**src/rtl/uart_tx_arbiter_if.sv**
```systemverilog
// Bus between the requesters, the UART transmit core and the arbiter that shares it.
// slave: arbiter side; master: requesters plus core busy status.
interface uart_tx_arbiter_if #(
    parameter int NUM_REQ = 4,
    parameter int ID_W    = 2
);
    logic [NUM_REQ-1:0]   req_valid;
    logic [8*NUM_REQ-1:0] req_data;
    logic [NUM_REQ-1:0]   req_last;
    logic [NUM_REQ-1:0]   req_ready;
    logic [NUM_REQ-1:0]   grant;
    logic [ID_W-1:0]      owner_id;
    logic                 tx_start;
    logic [7:0]           tx_data;
    logic                 tx_busy;
    logic                 timeout_err;

    modport slave (
        input  req_valid, req_data, req_last, tx_busy,
        output req_ready, grant, owner_id, tx_start, tx_data, timeout_err
    );

    modport master (
        output req_valid, req_data, req_last, tx_busy,
        input  req_ready, grant, owner_id, tx_start, tx_data, timeout_err
    );
endinterface

```
**src/rtl/uart_tx_arbiter.sv**
```systemverilog
// Packet-granular round-robin arbiter sharing one UART transmit core among NUM_REQ
// requesters; sequences the core start/busy handshake and evicts stalled owners.
module uart_tx_arbiter #(
    parameter int NUM_REQ = 4,
    parameter int ID_W    = 2,
    parameter int TIMEOUT = 1023
) (
    input  logic             clk,
    input  logic             reset_sys,
    uart_tx_arbiter_if.slave bus
);
    localparam int                CNT_W     = $clog2(TIMEOUT + 1);
    localparam logic [CNT_W-1:0]  CNT_MAX   = {CNT_W{1'b1}};
    localparam logic [CNT_W-1:0]  CNT_LIMIT = CNT_W'(TIMEOUT);
    localparam logic [ID_W+1:0]   NUM_REQ_W = (ID_W + 2)'(NUM_REQ);

    typedef enum logic [1:0] {IDLE, LOCKED, WAIT_ACK, WAIT_DONE} state_e;

    state_e              state_q, state_d;
    logic [NUM_REQ-1:0]  grant_q, grant_d;
    logic [ID_W-1:0]     owner_q, owner_d;
    logic [ID_W-1:0]     last_owner_q, last_owner_d;
    logic                tx_start_q, tx_start_d;
    logic [7:0]          tx_data_q, tx_data_d;
    logic                last_q, last_d;
    logic [CNT_W-1:0]    cnt_q, cnt_d;
    logic                timeout_err_q, timeout_err_d;

    logic [7:0]             data_arr [NUM_REQ];
    logic [2*NUM_REQ-1:0]   valid_dbl;
    logic [NUM_REQ-1:0]     valid_rot;
    logic [ID_W:0]          start_idx;
    logic [ID_W-1:0]        pick_off;
    logic [ID_W+1:0]        pick_sum;
    logic [ID_W-1:0]        pick_id;
    logic                   pick_found;
    logic                   owner_valid;
    logic                   owner_accept;
    logic [CNT_W-1:0]       cnt_inc;

    for (genvar gi = 0; gi < NUM_REQ; gi++) begin : g_data
        assign data_arr[gi] = bus.req_data[8*gi +: 8];
    end

    // Rotate the request vector so bit 0 is the requester after the last owner;
    // a shift by NUM_REQ lands on the upper copy, which is the wrap case.
    assign start_idx = {1'b0, last_owner_q} + 1'b1;
    assign valid_dbl = {bus.req_valid, bus.req_valid};
    assign valid_rot = NUM_REQ'(valid_dbl >> start_idx);

    always_comb begin
        pick_found = 1'b0;
        pick_off   = '0;
        for (int i = NUM_REQ - 1; i >= 0; i--) begin
            if (valid_rot[i]) begin
                pick_found = 1'b1;
                pick_off   = ID_W'(i);
            end
        end
    end

    assign pick_sum = {1'b0, start_idx} + (ID_W + 2)'(pick_off);
    assign pick_id  = (pick_sum >= NUM_REQ_W) ? ID_W'(pick_sum - NUM_REQ_W) : ID_W'(pick_sum);

    assign owner_valid  = bus.req_valid[owner_q];
    assign owner_accept = (state_q == LOCKED) && owner_valid && !bus.tx_busy;
    assign cnt_inc      = (cnt_q == CNT_MAX) ? cnt_q : cnt_q + 1'b1;

    always_comb begin
        state_d       = state_q;
        grant_d       = grant_q;
        owner_d       = owner_q;
        last_owner_d  = last_owner_q;
        tx_start_d    = 1'b0;
        tx_data_d     = tx_data_q;
        last_d        = last_q;
        cnt_d         = cnt_q;
        timeout_err_d = 1'b0;
        unique case (state_q)
            IDLE: begin
                if (pick_found) begin
                    grant_d = NUM_REQ'(1) << pick_id;
                    owner_d = pick_id;
                    cnt_d   = '0;
                    state_d = LOCKED;
                end
            end
            LOCKED: begin
                if (owner_accept) begin
                    tx_data_d  = data_arr[owner_q];
                    tx_start_d = 1'b1;
                    last_d     = bus.req_last[owner_q];
                    cnt_d      = '0;
                    state_d    = WAIT_ACK;
                end else if (!owner_valid) begin
                    cnt_d = cnt_inc;
                    if (cnt_inc == CNT_LIMIT) begin
                        timeout_err_d = 1'b1;
                        grant_d       = '0;
                        last_owner_d  = owner_q;
                        cnt_d         = '0;
                        state_d       = IDLE;
                    end
                end
            end
            WAIT_ACK: begin
                if (bus.tx_busy) begin
                    state_d = WAIT_DONE;
                end
            end
            WAIT_DONE: begin
                if (!bus.tx_busy) begin
                    if (last_q) begin
                        grant_d      = '0;
                        last_owner_d = owner_q;
                        cnt_d        = '0;
                        state_d      = IDLE;
                    end else begin
                        state_d = LOCKED;
                    end
                end
            end
            default: state_d = IDLE;
        endcase
    end

    always_ff @(posedge clk or negedge reset_sys) begin
        if (!reset_sys) begin
            state_q       <= IDLE;
            grant_q       <= '0;
            owner_q       <= '0;
            last_owner_q  <= ID_W'(NUM_REQ - 1);
            tx_start_q    <= 1'b0;
            tx_data_q     <= 8'h00;
            last_q        <= 1'b0;
            cnt_q         <= '0;
            timeout_err_q <= 1'b0;
        end else begin
            state_q       <= state_d;
            grant_q       <= grant_d;
            owner_q       <= owner_d;
            last_owner_q  <= last_owner_d;
            tx_start_q    <= tx_start_d;
            tx_data_q     <= tx_data_d;
            last_q        <= last_d;
            cnt_q         <= cnt_d;
            timeout_err_q <= timeout_err_d;
        end
    end

    assign bus.req_ready   = owner_accept ? grant_q : '0;
    assign bus.grant       = grant_q;
    assign bus.owner_id    = owner_q;
    assign bus.tx_start    = tx_start_q;
    assign bus.tx_data     = tx_data_q;
    assign bus.timeout_err = timeout_err_q;
endmodule
```
**src/flat_wrapper.sv**
```systemverilog
// flat-port wrapper written by rule: the top's interface ports become plain ports
module uart_tx_arbiter_flat 
#(
    parameter int NUM_REQ = 4,
    parameter int ID_W    = 2,
    parameter int TIMEOUT = 1023
)
  (clk, reset_sys, bus_req_valid, bus_req_data, bus_req_last, bus_tx_busy, bus_req_ready, bus_grant, bus_owner_id, bus_tx_start, bus_tx_data, bus_timeout_err);
  uart_tx_arbiter_if #(.NUM_REQ(NUM_REQ), .ID_W(ID_W)) bus_i ();
  input  logic clk;
  input  logic reset_sys;
  input wire logic [$bits(bus_i.req_valid)-1:0] bus_req_valid;
  input wire logic [$bits(bus_i.req_data)-1:0] bus_req_data;
  input wire logic [$bits(bus_i.req_last)-1:0] bus_req_last;
  input wire logic [$bits(bus_i.tx_busy)-1:0] bus_tx_busy;
  output wire logic [$bits(bus_i.req_ready)-1:0] bus_req_ready;
  output wire logic [$bits(bus_i.grant)-1:0] bus_grant;
  output wire logic [$bits(bus_i.owner_id)-1:0] bus_owner_id;
  output wire logic [$bits(bus_i.tx_start)-1:0] bus_tx_start;
  output wire logic [$bits(bus_i.tx_data)-1:0] bus_tx_data;
  output wire logic [$bits(bus_i.timeout_err)-1:0] bus_timeout_err;
  assign bus_i.req_valid = bus_req_valid;
  assign bus_i.req_data = bus_req_data;
  assign bus_i.req_last = bus_req_last;
  assign bus_i.tx_busy = bus_tx_busy;
  assign bus_req_ready = bus_i.req_ready;
  assign bus_grant = bus_i.grant;
  assign bus_owner_id = bus_i.owner_id;
  assign bus_tx_start = bus_i.tx_start;
  assign bus_tx_data = bus_i.tx_data;
  assign bus_timeout_err = bus_i.timeout_err;
  uart_tx_arbiter #(.NUM_REQ(NUM_REQ), .ID_W(ID_W), .TIMEOUT(TIMEOUT)) u_core (.clk(clk), .reset_sys(reset_sys), .bus(bus_i));
endmodule
```
**config.mk**
```make
export PLATFORM = sky130hd
export DESIGN_NAME = uart_tx_arbiter_flat
export DESIGN_NICKNAME = d
export VERILOG_FILES = /design/src/rtl/uart_tx_arbiter_if.sv /design/src/rtl/uart_tx_arbiter.sv /design/src/flat_wrapper.sv
export SDC_FILE = /design/constraint.sdc
export NUM_CORES = 1
export LEC_CHECK = 0
export CORE_AREA = 5 5 81 83
export DETAILED_ROUTE_END_ITERATION = 10
export DIE_AREA = 0 0 86 88
export PLACE_DENSITY = 0.64
export SYNTH_ARGS = -nofsm -noshare
export SYNTH_HDL_FRONTEND = slang
export SYNTH_SLANG_ARGS = --single-unit
```
**constraint.sdc**
```tcl
create_clock -name clk -period 6.18 [get_ports clk]
set_input_delay 1.236 -clock clk [delete_from_list [all_inputs] [get_ports clk]]
set_output_delay 1.236 -clock clk [all_outputs]
set_load 0.1 [all_outputs]
```
=== Yosys cells after proc, flatten, opt, wreduce, memory -nomap -nowiden ===
Index checks and enable logic that the tools add are counted.

* Input bits: 43
* Flip-flop bits (word level): 31

* Multiplexer cells: 52
* Order comparisons: 3
* Eq/ne operators: 14
* Add/sub/neg operators: 4
* Shift operators: 2
* Bitwise operators: 1
* Reduce and logical (&&, ||, !) cells: 12

{| class="wikitable"
|+ Operator list
! kind !! count
|-
| $mux 10 || 7
|-
| $mux 2 || 16
|-
| $pmux 10 s3 || 1
|-
| $mux 4 || 7
|-
| $eq 10x10->1 const B || 2
|-
| $bmux 8 s2 || 1
|-
| $mux 8 || 2
|-
| $mux 1 || 13
|-
| $pmux 4 s3 || 1
|-
| $add 10x1->10 const B || 1
|-
| $ne 2x2->1 const B || 5
|-
| $reduce_and 5->1 || 2
|-
| $pmux 2 s4 || 1
|-
| $shr 8x3->4 || 1
|-
| $reduce_and 7->1 || 1
|-
| $reduce_and 6->1 || 1
|-
| $add 3x2->4 || 1
|-
| $bmux 1 s2 || 2
|-
| $eq 2x2->1 const B || 2
|-
| $ge 4x3->1 const B || 1
|-
| $ne 2x1->1 const B || 2
|-
| $pmux 2 s2 || 1
|-
| $reduce_and 2->1 || 2
|-
| $shl 1x2->4 const A || 1
|-
| 13 further kinds || 14
|}

=== Logic depth before layout (Yosys ltp) ===
* Word-level depth: 12
* Mapped depth: 10
* Mapped depth without buffers: 9

=== Worst setup path before layout ===
No wires, ideal clock.

* Path kind: input to output
* From: input port bus_req_valid[1]
* To: output port bus_req_ready[0]
* Data arrival time: 3.350 ns
* Required time: 4.944 ns
* Slack: 1.594 ns
* Cell stages on the path: 7
* Path buffers: 2
* Path through: clkbuf_1 mux2i_1 nand2_1 o21ai_0 nor3_1 buf_2 and2_1

* Word-level cells in the longest chain between the ends: 5

{| class="wikitable"
|+ RTL lines
! item !! RTL line !! source
|-
| start, declared || flat_wrapper.sv:12 || <nowiki>input wire logic [$bits(bus_i.req_valid)-1:0] bus_req_valid;</nowiki>
|-
| $bmux 1 s2 || uart_tx_arbiter.sv:65 || <nowiki>assign owner_valid = bus.req_valid[owner_q];</nowiki>
|-
| $mux 1 (implied by the code) || uart_tx_arbiter.sv:65 ||
|-
| $logic_and 1x1->1 (2 in series) || uart_tx_arbiter.sv:66 || <nowiki>assign owner_accept = (state_q == LOCKED) && owner_valid && !bus.tx_busy;</nowiki>
|-
| $mux 4 || uart_tx_arbiter.sv:151 || <nowiki>assign bus.req_ready = owner_accept ? grant_q : '0;</nowiki>
|-
| end, declared || flat_wrapper.sv:16 || <nowiki>output wire logic [$bits(bus_i.req_ready)-1:0] bus_req_ready;</nowiki>
|}

Every way passes these cells. The select of a mux whose other input is x is not followed.

=== Worst setup path after layout ===
* From: input port bus_req_valid[2]
* To: output port bus_req_ready[2]

Same word-level chain as after synthesis.

==> results_dict.tcl <==
set metrics [dict create \
    syn-cell-area_um2 2220 \
    placeableCoreArea_um2 5780 \
    peakVddDrop_mv 0.312 \
    n_antenna_cell 0 \
    critPathMaxFanout 15 \
    yosysTopAreaCell "dfrtp_1" \
    drive_gt1_share_pct 17.6 \
    r2r-end "u_core.cnt_q[9]" \
    drt_wl_total_um 5510 \
    cts_made_buffers 5 \
    htree_num_levels 2 \
    drv_slew 0 \
    die_y_um 88 \
    synth-seq-cells 31 \
    synthDominantCellAreaShare_pct 32.6 \
    antenna_left 0 \
    rows 28 \
    overflow 0 \
    vias_per_cell 5.50 \
    hold_viol_final 0 \
    p_per_area_nw_per_um2 495 \
    r2r-start "u_core.bus.owner_id[1]" \
    grt_pass1_vias 1896 \
    clk_latency_ns 0.28 \
    cts.sinks 31 \
    worstMarginPinSlew_ns 0.999 \
    min_path_cells 1 \
    relSlewSlack_pct 33.2 \
    drt-initial-drc-count 158 \
    synth_area_leaders "dfrtp_1 (33%), mux4_2 (10%), mux2_2 (5.6%), a21oi_1 (3.6%), nand2_1 (2.7%)" \
    max_clock_freq_mhz 227 \
    fin_nets 317 \
    drt_pass1_iterations 4 \
    rsz0062_at_grt "no" \
    worstPathArrival_ns 3.18 \
    seq_area_frac_synth_pct 35.0 \
    area_growth_pct 31.7 \
    num-fill-cells 548 \
    hold_buffers 0 \
    cap_violations 0 \
    required_ns 4.94 \
    antenna_found_initial 0 \
    finalCritPeriodShare_pct 71.4 \
    syn_inst 220 \
    power.leakage_uw 0.00116 \
    wl_per_cell_um 15.8 \
    r2r_slack_ns 3.50 \
    grt_max_degree 32 \
    vias 1915 \
    finalSetupViolCount 0 \
    fin_skew_ns 0.0105 \
    drc_errors 0 \
    r2r_cells 6 \
    cp_cell_sequence "clkdlybuf4s50_1 > mux2_2 > o21ai_0 > nor3_2 > buf_4 > and2_1 > buf_4" \
    cts_buffer_depth 2 \
    die-width_um 86 \
    num_io_pins 63 \
    fin_setup_tns_ns 0 \
    synth_cell_types 59 \
    grt_pass1_wl_um 9110 \
    start_kind "input pin" \
    crit_type "input pin to output port" \
    gp_congestion 0.823 \
    slowest_delay_ns 0.56 \
    worst-path-buf-inv 3 \
    synth_edf_count 0 \
    status "finished, final reports clean" \
    cts_tree "built" \
    post_cts_buffers 0 \
    critPathTopFamily "buffers and inverters" \
    fin_crit_ns 4.41 \
    synth.avg_cell_area_um2 10.1 \
    start_util_pct 38.5 \
    numPortBuffers 62 \
    synth_warnings 0 \
    synth_flop_cell "dfrtp_1" \
    min_from "u_core.bus.tx_data[3]" \
    ys_async_sr_fraction_pct 100 \
    critPathCaptureType "output port" \
    holdCritPathClass "flop to flop" \
    clk_pin_slew_ns 0.06 \
    final.setup.worst_slack_ns 1.77 \
    hpwl_um 4090 \
    hold_end "u_core.bus.tx_data[3]" \
    syn-num-nets 265 \
    dp_slack_ns 1.79 \
    grt_usage_pct 15.3 \
    ctsResizeCount 0 \
    die_area_um2 7570 \
    root_buffer "clkbuf_8" \
    crit_slowest_cell "clkdlybuf4s50_1" \
    cpMostUsedCell "buf_4" \
]
registers in the layout, summed over array words and instances (netlist names), named ones only:
register and flops:
u_core.bus.grant 4, u_core.bus.owner_id 2, u_core.bus.timeout_err 1, u_core.bus.tx_data 8, u_core.bus.tx_start 1, u_core.cnt_q 10
u_core.last_owner_q 2, u_core.last_q 1, u_core.state_q 1
synth_stat cells (3+ instances only):
cell	number
nor2b_1	5
nand2_1	16
nand4_1	6
nand3_1	4
o211ai_1	3
o21ai_0	7
nor3_1	8
buf_2	7
inv_1	5
and2_1	7
dfrtp_1	29
nor4_1	3
nor2_1	15
clkbuf_1	8
a21oi_1	16
nand2b_1	3
mux4_2	10
mux2_2	11
metal layers:
metal	share of wire (%)	routed length, um	track usage (%)
met4	0.78	43	4.60
met5	0	0	0
met1	45	2510	20.0
met3	5.5	304	3.86
met2	48	2660	24.9
metrics by stage:
stage                     instance area [um^2]  total power [uW]  cells  util, %  hold slack (ns)
after floorplan                           2220              1100    220        -            0.504
after global placement                    2850              1300    340     49.3            0.491
after detailed placement                  2850              1310    340     49.3            0.498
after CTS                                 2930              1460    348     50.7            0.516
after global routing                      2930              1540    348     50.7            0.527
final                                     2930              1450    348     50.7            0.513
kinds of logic after synthesis:
group                      after synthesis  share of synthesized area, %
AOI/OAI and AO/OA                       57                          19.5
DFF                                     31                          35.0
adders and majority gates                2                          1.13
and+or+nand+nor                         78                          19.9
xor gates and xnor gates                 3                          1.18
buffers and inverters                   24                          5.35
muxes                                   25                          18.0
where the power goes:
part | switching [uW] | internal, uW
Combinational | 571 | 331
Clock | 69.9 | 78.8
Sequential | 120 | 280
Total | 761 | 690
layout by cell type (no fill, tap or decap), types with 6 or more instances in the layout:
| cell type | instances |
|---|---|
| a21oi_1 | 16 |
| clkdlybuf4s50_1 | 58 |
| mux4_2 | 10 |
| and2_1 | 7 |
| nor2_1 | 15 |
| nand4_1 | 6 |
| buf_4 | 6 |
| mux2_2 | 11 |
| o21ai_0 | 7 |
| dfrtp_1 | 29 |
| nor3_1 | 7 |
| nand2_1 | 16 |
area by class of cell:
cell class	instances	area, um^2	share of cell area, %
multi-input cells	165	1330	45.5
clock buffers	7	76.3	2.61
clock inverters	1	5.00	0.171
inverters	5	18.8	0.641
well taps	75	93.8	3.20
repair buffers	64	626	21.4
flip-flops and latches	31	778	26.6
worst reg2reg max path, stage by stage, from the launching register on:
cell     delay [ns]
dfrtp_1        0.76
mux4_2         0.61
nor2b_1        0.18
a211o_1        0.38
a21oi_1        0.15
a31o_2         0.24
o32ai_1        0.25
worst max path at each step:
stage                startpoint          endpoint  slack, ns  depth (start not counted)
2_1_floorplan  bus_req_valid[1]  bus_req_ready[0]       1.59                          7
3_3_place_gp   bus_req_valid[2]  bus_req_ready[1]       1.82                          7
3_5_place_dp   bus_req_valid[2]  bus_req_ready[2]       1.79                          7
4_1_cts        bus_req_valid[2]  bus_req_ready[2]       1.78                          7
5_1_grt        bus_req_valid[1]  bus_req_ready[2]       1.64                          8
6_report       bus_req_valid[2]  bus_req_ready[2]       1.77                          7
Power figures use the tool's default switching activity.
==> RTL edit, RTL diff (same settings) <==
Re-encode `state_e` (4 states) as one-hot, 4 bits wide.
--- a/src/rtl/uart_tx_arbiter.sv
+++ b/src/rtl/uart_tx_arbiter.sv
@@ -16,3 +16,3 @@
 
-    typedef enum logic [1:0] {IDLE, LOCKED, WAIT_ACK, WAIT_DONE} state_e;
+    typedef enum logic [3:0] {IDLE = 4'b0001, LOCKED = 4'b0010, WAIT_ACK = 4'b0100, WAIT_DONE = 4'b1000} state_e;
 
Behaviour: same outputs for any inputs over 10 cycles, from zero or initial values and one cycle with reset_sys low; not proved beyond that.
==> RTL edit against the unedited design <==
  * Wire length is 7.6% higher
  * Design area is 6.3% higher
  * Synthesized area up 6.9%
  * Total power down 2.2%
  * Setup slack worse by 0.19 ns
  * Critical path depth decreased by 1
  * Highest routed layer unchanged
  * Largest cell class unchanged
  * Sequential cell count rose by 2
  * Fmax decreased by 4.2%
  * Sequential power is 5.8% lower
==> RTL edit: results (changes against the unedited design) <==
global_routing:
  global_route.usage.total: 0.169  # +0.0165
  global_route.usage.met2: 0.274  # +0.0245
  grt_max_degree: 34  # +6.3%
  grt_util_met1: 0.219  # +0.0190
  grt_first_pass_wirelength_mm: 10.1  # +11%
  grt.met3_usage: 0.0546  # +0.0160
  first_global_vias: 2084  # +9.9%
timing:
  clock_skew_ns: 0.00373  # -0.00675 ns
  max-slew-margin-rel: 0.339  # +0.00708
  final.min_clock_period_ns: 4.61  # +0.195 ns
run_status:
  result_of_the_run: "completed"
pwr:
  leakage_nw: 1.20  # +3.0%
  internal_power_w: 0.000713  # +3.3%
  seqPwrFrac: 0.266  # -0.010
  max-vdd-ir-drop_uv: 292  # -6.6%
finish:
  nonClockBufferCount: 63  # -1.6%
  clk_share: 0.0430  # +0.0152
  final.fill_count: 543  # -0.91%
  nNetsFinal: 340  # +7.3%
  seq_area_frac: 0.266  # +0.000674
  multi_input_comb_area_um2: 1420  # +7.0%
  nonClkBufAreaFrac: 0.198  # -0.0151
  num-clock-buffers: 5  # -2
  multi_input_comb_cells: 188  # +14%
drt:
  detail_route.iter0.violations: 186  # +18%
  wirelength_met1_mm: 2.71  # +8.3%
synthesis:
  synth_compound_gate_area_share: 0.190  # -0.00527
  post_synth_num_cell_types: 62  # +5.1%
  synth_common_cells: "sky130_fd_sc_hd__dfrtp_1, sky130_fd_sc_hd__a21oi_1, sky130_fd_sc_hd__nand2_1"
  synth.area.mux_share: 0.164  # -0.0153
  ys_top_cells_by_area: "sky130_fd_sc_hd__dfrtp_1, sky130_fd_sc_hd__mux4_2, sky130_fd_sc_hd__mux2_2"
  synth_xor_xnor_area_share: 0.00737  # -0.00445
worst_setup_path:
  critical_path_arrival_ns: 3.37  # +0.19 ns
  setup_slack_of_the_worst_register_to_register_path_ns: 3.47  # -0.03 ns
  worstReg2RegEnd: "u_core.cnt_q[5]$_DFFE_PN0P_"
  critical_path_peak_fanout: 16  # +1
  worstReg2RegStart: "u_core.bus.owner_id[0]$_DFFE_PN0P_"
place:
  post-dp-hpwl_mm: 4.50  # +9.9%
  gp_congestion: 0.866  # +5.2%
hold_path:
  timing.hold.worst.start: "u_core.bus.tx_data[6]$_DFFE_PN0P_"
  worst_hold_path.endpoint: "u_core.bus.tx_data[6]$_DFFE_PN0P_"
RTL edit: cell types whose count changed in the layout (fill, tap and decap cells not counted), sizes merged, moves of 3 or more:
cell	change
a21oi	+5
a31oi	+4
nand2b	+3
nand3	+7
nand4	-4
nor2	+3
nor2b	+3
o22ai	+3
o32ai	-3
RTL edit: through the flow:
stage	cells	utilization	instance area [um^2]	hold WS [ns]	power (W)
global route	371	0.539	3110	0.529	0.00150
floorplan	245	-	2380	0.495	0.000993
detailed placement	363	0.516	2980	0.499	0.00118
global placement	363	0.516	2980	0.490	0.00118
finish	371	0.539	3110	0.511	0.00142
CTS	371	0.539	3110	0.519	0.00143
RTL edit: critical path, stage by stage:
cell	delay, ns
sky130_fd_sc_hd__clkdlybuf4s50_1	0.65
sky130_fd_sc_hd__mux4_2	0.37
sky130_fd_sc_hd__and2_4	0.17
sky130_fd_sc_hd__nor2b_4	0.45
sky130_fd_sc_hd__and2_1	0.20
sky130_fd_sc_hd__buf_4	0.29
